--- src/rtl/arb_rr_2to1_if.sv ---
// Handshake bundle for the 2:1 round-robin arbiter: two valid/ready sources
// and one registered valid/ready output with its source select.
interface arb_rr_2to1_if #(
  parameter int WIDTH = 4
);
  logic             a_valid;
  logic [WIDTH-1:0] a_data;
  logic             a_ready;
  logic             b_valid;
  logic [WIDTH-1:0] b_data;
  logic             b_ready;
  logic             out_valid;
  logic [WIDTH-1:0] out_data;
  logic             out_sel;
  logic             out_ready;

  // The master side drives the sources and the downstream ready.
  modport master (
    output a_valid, a_data, b_valid, b_data, out_ready,
    input  a_ready, b_ready, out_valid, out_data, out_sel
  );

  modport slave (
    input  a_valid, a_data, b_valid, b_data, out_ready,
    output a_ready, b_ready, out_valid, out_data, out_sel
  );
endinterface

--- src/rtl/arb_rr_2to1.sv ---
// Two-input round-robin stream arbiter with a registered output stage.
// The winner's data and id are captured in one cycle; fairness follows the last accepted source.
module arb_rr_2to1 #(
  parameter int WIDTH = 4
) (
  input logic          clk,
  input logic          rst,
  arb_rr_2to1_if.slave bus
);
  typedef enum logic {
    SRC_A = 1'b0,
    SRC_B = 1'b1
  } src_t;

  src_t             last;
  src_t             out_sel_q;
  logic             out_valid_q;
  logic [WIDTH-1:0] out_data_q;

  logic             load;
  logic             grant_valid;
  src_t             grant_id;

  assign load = !out_valid_q || bus.out_ready;

  // On a tie the source that did not win last time goes first.
  always_comb begin
    grant_valid = 1'b0;
    grant_id    = SRC_A;
    if (load) begin
      case ({bus.a_valid, bus.b_valid})
        2'b10: begin
          grant_valid = 1'b1;
          grant_id    = SRC_A;
        end
        2'b01: begin
          grant_valid = 1'b1;
          grant_id    = SRC_B;
        end
        2'b11: begin
          grant_valid = 1'b1;
          grant_id    = (last == SRC_A) ? SRC_B : SRC_A;
        end
        default: begin
          grant_valid = 1'b0;
          grant_id    = SRC_A;
        end
      endcase
    end
  end

  assign bus.a_ready = !rst && grant_valid && (grant_id == SRC_A);
  assign bus.b_ready = !rst && grant_valid && (grant_id == SRC_B);

  // Reset starts with B as last winner so A takes the first tie.
  always_ff @(posedge clk) begin
    if (rst) begin
      out_valid_q <= 1'b0;
      out_data_q  <= '0;
      out_sel_q   <= SRC_A;
      last        <= SRC_B;
    end else if (load) begin
      if (grant_valid) begin
        out_valid_q <= 1'b1;
        out_data_q  <= (grant_id == SRC_A) ? bus.a_data : bus.b_data;
        out_sel_q   <= grant_id;
        last        <= grant_id;
      end else begin
        out_valid_q <= 1'b0;
      end
    end
  end

  assign bus.out_valid = out_valid_q;
  assign bus.out_data  = out_data_q;
  assign bus.out_sel   = out_sel_q;
endmodule

--- src/flat_wrapper.sv ---
// flat-port wrapper written by rule: the top's interface ports become plain ports
module arb_rr_2to1_flat 
#(
  parameter int WIDTH = 4
)
  (clk, rst, bus_a_valid, bus_a_data, bus_b_valid, bus_b_data, bus_out_ready, bus_a_ready, bus_b_ready, bus_out_valid, bus_out_data, bus_out_sel);
  arb_rr_2to1_if #(.WIDTH(WIDTH)) bus_i ();
  input logic clk;
  input logic rst;
  input wire logic [$bits(bus_i.a_valid)-1:0] bus_a_valid;
  input wire logic [$bits(bus_i.a_data)-1:0] bus_a_data;
  input wire logic [$bits(bus_i.b_valid)-1:0] bus_b_valid;
  input wire logic [$bits(bus_i.b_data)-1:0] bus_b_data;
  input wire logic [$bits(bus_i.out_ready)-1:0] bus_out_ready;
  output wire logic [$bits(bus_i.a_ready)-1:0] bus_a_ready;
  output wire logic [$bits(bus_i.b_ready)-1:0] bus_b_ready;
  output wire logic [$bits(bus_i.out_valid)-1:0] bus_out_valid;
  output wire logic [$bits(bus_i.out_data)-1:0] bus_out_data;
  output wire logic [$bits(bus_i.out_sel)-1:0] bus_out_sel;
  assign bus_i.a_valid = bus_a_valid;
  assign bus_i.a_data = bus_a_data;
  assign bus_i.b_valid = bus_b_valid;
  assign bus_i.b_data = bus_b_data;
  assign bus_i.out_ready = bus_out_ready;
  assign bus_a_ready = bus_i.a_ready;
  assign bus_b_ready = bus_i.b_ready;
  assign bus_out_valid = bus_i.out_valid;
  assign bus_out_data = bus_i.out_data;
  assign bus_out_sel = bus_i.out_sel;
  arb_rr_2to1 #(.WIDTH(WIDTH)) u_core (.clk(clk), .rst(rst), .bus(bus_i));
endmodule
--- config.mk ---
export PLATFORM = sky130hd
export DESIGN_NAME = arb_rr_2to1_flat
export DESIGN_NICKNAME = d
export VERILOG_FILES = /design/src/rtl/arb_rr_2to1_if.sv /design/src/rtl/arb_rr_2to1.sv /design/src/flat_wrapper.sv
export SDC_FILE = /design/constraint.sdc
export NUM_CORES = 1
export LEC_CHECK = 0
export CAP_MARGIN = 20
export CELL_PAD_IN_SITES_DETAIL_PLACEMENT = 0
export CELL_PAD_IN_SITES_GLOBAL_PLACEMENT = 2
export CORE_MARGIN = 2
export CORE_UTILIZATION = 19
export CTS_CLUSTER_SIZE = 28
export DETAILED_ROUTE_END_ITERATION = 12
export GPL_TIMING_DRIVEN = 0
export PLACE_DENSITY_LB_ADDON = 0.3
export SYNTH_ARGS = -nofsm -noshare
export SYNTH_HDL_FRONTEND = slang
export SYNTH_SLANG_ARGS = --single-unit
--- constraint.sdc ---
create_clock -name clk -period 2.19 [get_ports clk]
set_input_delay 0.3285 -clock clk [delete_from_list [all_inputs] [get_ports clk]]
set_output_delay 0.3285 -clock clk [all_outputs]
set_load 0.005 [all_outputs]
==> flow_summary_export.csv, run 1 <==
group,metric,value,unit
die,io_pins,21,
pwr,p_sw,0.0852,mW
cells_and_area,final_cell_area,582,um^2
timing,clock.fmax,472,MHz
worst_setup_path,r2r_start,"u_core.last",
cells_and_area,fin_util,34.8,%
synthesis,synth_fp_nets,49,
pwr,cellLeakagePower,0.223,nW
synthesis,ys_warn_count,0,
synthesis,ys_seq_area_share,42.4,%
timing,drv_slew,0,
pwr,peakVddDrop,0.199,mV
cells_and_area,area.growth.synth_to_final,76.1,%
grt,use_met3,4.37,%
die,fp.dieH,45.7,um
pwr,seqPwrFrac,41.7,%
timing,whs,0.462,ns
detailed_routing,drc,0,
synthesis,postSynthCellCount,36,
pwr,clkPwrFrac,33.3,%
clocking,clkSlewWorstSetupHoldPaths,0.05,ns
synthesis,synth_top_area_cell,"dfxtp_1",
worst_setup_path,start_kind,"input port",
clocking,root_buffer,"clkbuf_4",
cells_and_area,nNetsFinal,74,
timing,finalClockSkew,0.00277,ns
timing,rsz0062_at_grt,"false",
hold_path,min_path_cells,2,
worst_setup_path,reg2reg_to,"u_core.bus.out_data[2]",
grt,grt_overflow,0,
timing,tightest_slew,0.392,ns
worst_setup_path,critical_path_class,"input port to output port",
synthesis,synth_top_area_share,42.4,%
cells_and_area,nFillCells,183,
synthesis,synth-seq-cells,7,
pwr,switching_share,24.4,%
grt,gr-max-usage-layer,"met2",
synthesis,syn_area,330,um^2
die,die_x,45.7,um
clocking,cts_made_buffers,3,
hold_path,hold_path.class,"input port to flop",
clocking,clk_latency,0.25,ns
die,dieArea,0.00209,mm^2
timing,final.period_utilization,96.7,%
synthesis,yosysUniqueCellTypes,16,
worst_setup_path,arrival,1.79,ns
clocking,cts.path.max_buffers,2,
worst_setup_path,critPathLaunch,"bus_b_valid",
grt,grtUsageTotal,10.1,%
synthesis,syn_area_per_cell,9.18,um^2
timing,min_period,2.12,ns
worst_setup_path,worst_ep_required_time,1.86,ns
placement,io_buffers,19,
pwr,p_per_area,601,mW/mm^2
worst_setup_path,reg2regPathDepth,4,
die,start_util,19.8,%
pwr,intPower,0.264,mW
placement,place_area,542,um^2
placement,gp_congestion,0.637,
worst_setup_path,r2r_setup_slack,1.09,ns
grt,grt_start_max_net_pins,10,
cells_and_area,diodes,0,
worst_setup_path,cp-endpoint,"bus_b_ready",
detailed_routing,final_antenna_net_count,0,
timing,hold_viol_final,0,
timing,setup_viol,0,
die,rows,15,
die,core-area,0.00167,mm^2
detailed_routing,dr_total_vias,344,
cells_and_area,layout-drive-gt1-share,11.7,%
detailed_routing,via_per_inst,4.47,
detailed_routing,wirelength,907,um
grt,grt_pass1_wl,1.45,mm
grt,antenna_found_initial,0,
run,max_cap_viol_count,0,
timing,relSlewSlack,73.8,%
clocking,htree_levels,1,
detailed_routing,drt_iter0_drc,4,
synthesis,synth_area_leaders,"dfxtp_1, mux2i_1, a21oi_1",
worst_setup_path,end_kind,"output port",
placement,dp.final_hpwl,664,um
cells_and_area,ff_latch_area,140,um^2
grt,grt_use_met2,13.5,%
grt,grt_pass1_vias,341,
detailed_routing,dr.pass1.iters,2,
clocking,clock_sinks,7,
detailed_routing,avgRoutedWirePerCell,11.8,um
clocking,cts_tree,"built",
worst_setup_path,path_max_fanout,4,
grt,use_met1,12.9,%
run_status,outcome,"completed",
pwr,pwr-share-comb,25.0,%
cells_and_area,multi_input_area,185,um^2
==> power groups by stage <==
stage          combinational [mW]  sequential, mW  clock, mW
5_1_grt                    0.0967           0.146      0.128
4_1_cts                    0.0886           0.145      0.121
3_5_place_dp               0.0850           0.148          0
6_report                   0.0875           0.146      0.116
3_3_place_gp               0.0843           0.148          0
2_1_floorplan              0.0328           0.148          0
==> cells in the final DEF (no fill, tap or decap), drive strengths merged <==
cell type / n
o21ai: 1
a21oi: 7
dfxtp: 7
a21boi: 1
clkbuf: 4
buf: 3
or2: 1
nand2: 1
a211oi: 4
mux2i: 4
nor4: 1
o21bai: 1
clkdlybuf4s50: 19
nand2b: 1
nor2b: 1
and3: 1
nor2: 3
==> cells by family (layout without fill, tap and decap cells) <==
| logic type | count (synthesis) | in the layout | synth area share (%) |
|---|---|---|---|
| buf+inv | 2 | 26 | 2.27 |
| compound gates | 14 | 14 | 29.2 |
| simple gates | 9 | 9 | 14.0 |
| flops | 7 | 7 | 42.4 |
| mux | 4 | 4 | 12.1 |
==> cell type report <==
type	instances	area share (%)
timing repair buffer	21	35.3
multi-input combinational	27	31.8
sequential	7	24.1
clock buffer	4	4.52
tap	17	3.66
buffer	1	0.645
==> how the worst min path moves through the flow <==
stage | start | slack (ns) | endpoint
after floorplan | u_core.bus.out_sel | 0.47 | u_core.bus.out_sel
after CTS | rst | 0.47 | u_core.bus.out_valid
after global routing | rst | 0.49 | u_core.bus.out_valid
final | rst | 0.46 | u_core.bus.out_sel
after global placement | u_core.bus.out_sel | 0.47 | u_core.bus.out_sel
after detailed placement | u_core.bus.out_sel | 0.47 | u_core.bus.out_sel
==> per-layer routing <==
| metal | vias up | wire (um) |
|---|---|---|
| li1 | 181 | - |
| met1 | 147 | 425 |
| met2 | 14 | 393 |
| met3 | 2 | 83 |
| met4 | 0 | 5 |
| met5 | - | 0 |
==> registers in the layout, indices dropped and copies added (netlist names) <==
| name | cells |
|---|---|
| u_core.bus.out_data | 4 |
| u_core.bus.out_sel | 1 |
| u_core.bus.out_valid | 1 |
| u_core.last | 1 |
==> synth_stat cells <==
cell / count
a211oi_1: 4
a21boi_4: 1
a21oi_1: 7
and3_1: 1
buf_1: 1
clkbuf_1: 1
dfxtp_1: 7
mux2i_1: 4
nand2_1: 1
nand2b_1: 1
nor2_1: 3
nor2b_1: 1
nor4_1: 1
o21ai_0: 1
o21bai_1: 1
or2_1: 1
==> what timing repair did <==
action / in CTS / in global routing
hold buffers: 0 / 0
pin swaps: 0 / 0
buffers inserted: 2 / 0
gates resized for setup: 0 / 1
endpoints found under the setup margin: 1 / 1
==> per-stage QoR <==
stage	worst slack [ns]	total power, mW	setup TNS [ns]	std cells
floorplan	1.04	0.181	0	36
global placement	-0.0538	0.232	-0.0538	72
detailed placement	-0.0620	0.233	-0.0620	72
CTS	0.0350	0.355	0	77
global route	0.00849	0.371	0	77
finish	0.0716	0.349	0	77
==> worst max-delay path, cell delays in order <==
cell             delay [ns]
clkdlybuf4s50_1        0.53
a21boi_4               0.24
nand2_1                0.09
nor2_1                 0.09
clkdlybuf4s50_1        0.50
(Power assumes the default switching activity.)
==> inputs of run 2 (changes only) <==
--- a/config.mk
+++ b/config.mk
@@ -9,11 +9,12 @@
 export CELL_PAD_IN_SITES_DETAIL_PLACEMENT = 0
 export CELL_PAD_IN_SITES_GLOBAL_PLACEMENT = 2
 export CORE_MARGIN = 2
-export CORE_UTILIZATION = 19
+export CORE_UTILIZATION = 20
+export CTS_BUF_LIST = sky130_fd_sc_hd__clkbuf_2
 export CTS_CLUSTER_SIZE = 28
 export DETAILED_ROUTE_END_ITERATION = 12
 export GPL_TIMING_DRIVEN = 0
-export PLACE_DENSITY_LB_ADDON = 0.3
+export PLACE_DENSITY = 0.91
 export SYNTH_ARGS = -nofsm -noshare
 export SYNTH_HDL_FRONTEND = slang
 export SYNTH_SLANG_ARGS = --single-unit
==> run 2 against run 1 <==
  * Combinational power decreased by 2%
  * Sequential power about the same
  * Critical path depth decreased by 1
  * Critical path type unchanged
  * Fmax increased by 1.7%
  * Cell area decreased by 0.86%
  * Worst setup slack improved by 0.035 ns
  * Register-to-register slack improved by 0.04 ns
==> flow_summary_export.csv, run 2 (synthesis results as in run 1) <==
group,metric,value,unit
run_status,outcome,"completed",
cells_and_area,diodes,0,
timing,setup_viol,0,
grt,grt_use_met2,14.2,%
grt,gr-max-usage-layer,"met2",
worst_setup_path,path_max_fanout,4,
hold_path,hold_path.class,"input port to flop",
run,max_cap_viol_count,0,
detailed_routing,dr_total_vias,348,
worst_setup_path,critical_path_class,"input port to output port",
grt,grt_overflow,0,
clocking,root_buffer,"clkbuf_2",
timing,hold_viol_final,0,
cells_and_area,nNetsFinal,74,
grt,grtUsageTotal,9.84,%
clocking,clkSlewWorstSetupHoldPaths,0.09,ns
die,io_pins,21,
pwr,p_per_area,562,mW/mm^2
grt,grt_pass1_vias,347,
cells_and_area,final_common_cell,"clkdlybuf4s50_1",
timing,tightest_slew,0.377,ns
placement,io_buffers,19,
clocking,clock_sinks,7,
timing,finalClockSkew,0.00945,ns
timing,worst_slack,0.106,ns
worst_setup_path,start_kind,"input port",
placement,place_area,541,um^2
detailed_routing,via_per_inst,4.58,
pwr,cellLeakagePower,0.233,nW
cells_and_area,largest_reg_flops,4,
timing,rsz0062_at_grt,"false",
die,rows,14,
worst_setup_path,critPathLaunch,"bus_a_valid",
grt,antenna_found_initial,0,
grt,use_met1,11.5,%
clocking,clk_latency,0.23,ns
cells_and_area,final_cell_mix,"clkdlybuf4s50_1, a21oi_1, dfxtp_1",
worst_setup_path,r2r_start,"u_core.last",
cells_and_area,fin_util,37.8,%
pwr,peakVddDrop,0.265,mV
die,core-area,0.00152,mm^2
detailed_routing,avgRoutedWirePerCell,10.8,um
clocking,cts_tree,"built",
die,die_x,44.6,um
worst_setup_path,cpMaxStageDelayCell,"clkdlybuf4s50_1",
worst_setup_path,arrival,1.76,ns
cells_and_area,area.growth.synth_to_final,74.6,%
clocking,cts_made_buffers,3,
clocking,htree_levels,1,
worst_setup_path,worst_ep_required_time,1.86,ns
detailed_routing,wirelength,819,um
cells_and_area,layout-drive-gt1-share,13.3,%
timing,clock.fmax,480,MHz
clocking,cts.path.max_buffers,2,
die,dieArea,0.00199,mm^2
grt,grt_pass1_wl,1.37,mm
cells_and_area,final_cell_area,577,um^2
detailed_routing,dr.pass1.iters,3,
clocking,postCtsHoldBufs,0,
detailed_routing,drt_iter0_drc,6,
die,start_util,21.7,%
worst_setup_path,max_stage_delay,0.57,ns
detailed_routing,drc,0,
timing,relSlewSlack,74.9,%
worst_setup_path,path_cells,"clkdlybuf4s50_1 > a21boi_4 > nor4_1 > clkdlybuf4s50_1",
worst_setup_path,crit_top_cell,"clkdlybuf4s50_1",
grt,grt_start_max_net_pins,10,
grt,use_met3,6.53,%
timing,drv_slew,0,
placement,gp_congestion,0.708,
timing,final.period_utilization,95.2,%
hold_path,hp-start,"rst",
placement,dp.final_hpwl,612,um
detailed_routing,final_antenna_net_count,0,
die,fp.dieH,44.6,um
placement,place_ws,-0.0481,ns
timing,min_period,2.08,ns
worst_setup_path,end_kind,"output port",
timing,tns,0,ns
timing,whs,0.471,ns
-- run 2: changes by cell type in the layout (fill, tap and decap cells not counted), sizes merged --
cell	change
dlymetal6s2s	+1
clkbuf	-1
clkinv	+1
clkdlybuf4s50	-1
-- run 2: worst paths after layout --
kind	to	slack, ns	cells after the start
worst min register to register	u_core.bus.out_sel	0.49	2
worst max-delay path	bus_a_ready	0.11	4
worst min-delay path	u_core.bus.out_sel	0.47	2
worst max register to register	u_core.bus.out_data[2]	1.13	4
-- run 2: layout make-up --
cell class	count	area (um^2)
flip-flops and latches	7	140
multi-input cells	27	185
clock buffers	3	15.0
repair buffers	21	208
plain buffers	1	3.75
fillers	171	947
well taps	16	20.0
clock inverters	1	5.00
-- run 2: power breakdown --
| group | internal, mW | switching [mW] |
|---|---|---|
| registers | 0.138 | 0.00670 |
| clock network | 0.0414 | 0.0515 |
| logic | 0.0557 | 0.0304 |
-- run 2: worst max-delay path: cells and delay by family --
kind | cells | cell delay [ns]
AOI/OAI and AO/OA | 1 | 0.09
buffers and inverters | 2 | 1.12
and+or+nand+nor | 1 | 0.22
-- run 2: metrics by stage --
stage	power [mW]	std cells
after floorplan	0.181	36
after global placement	0.231	71
after detailed placement	0.231	71
after CTS	0.332	76
after global routing	0.350	76
final	0.324	76
-- run 2: what timing repair did --
action                     CTS  global route
buffers inserted             2             0
setup endpoints to repair    1             1
gates resized for setup      0             2
pin swaps                    0             0
-- run 2: routing by layer --
metal  wire length [um]  vias to the layer above  share of wire (%)
li1                   -                      181                  -
met1                388                      151                 47
met2                352                       14                 43
met3                 73                        2                8.9
met4                  5                        0               0.61
met5                  0                        -                  0
==> inputs of run 3 (changes only) <==
--- a/config.mk
+++ b/config.mk
@@ -15,6 +15,7 @@
 export DETAILED_ROUTE_END_ITERATION = 12
 export GPL_TIMING_DRIVEN = 0
 export PLACE_DENSITY = 0.91
+export SLEW_MARGIN = 20
 export SYNTH_ARGS = -nofsm -noshare
 export SYNTH_HDL_FRONTEND = slang
 export SYNTH_SLANG_ARGS = --single-unit
==> results of run 3 <==
No change in the layout: final DEF, timing and power equal those of run 2.
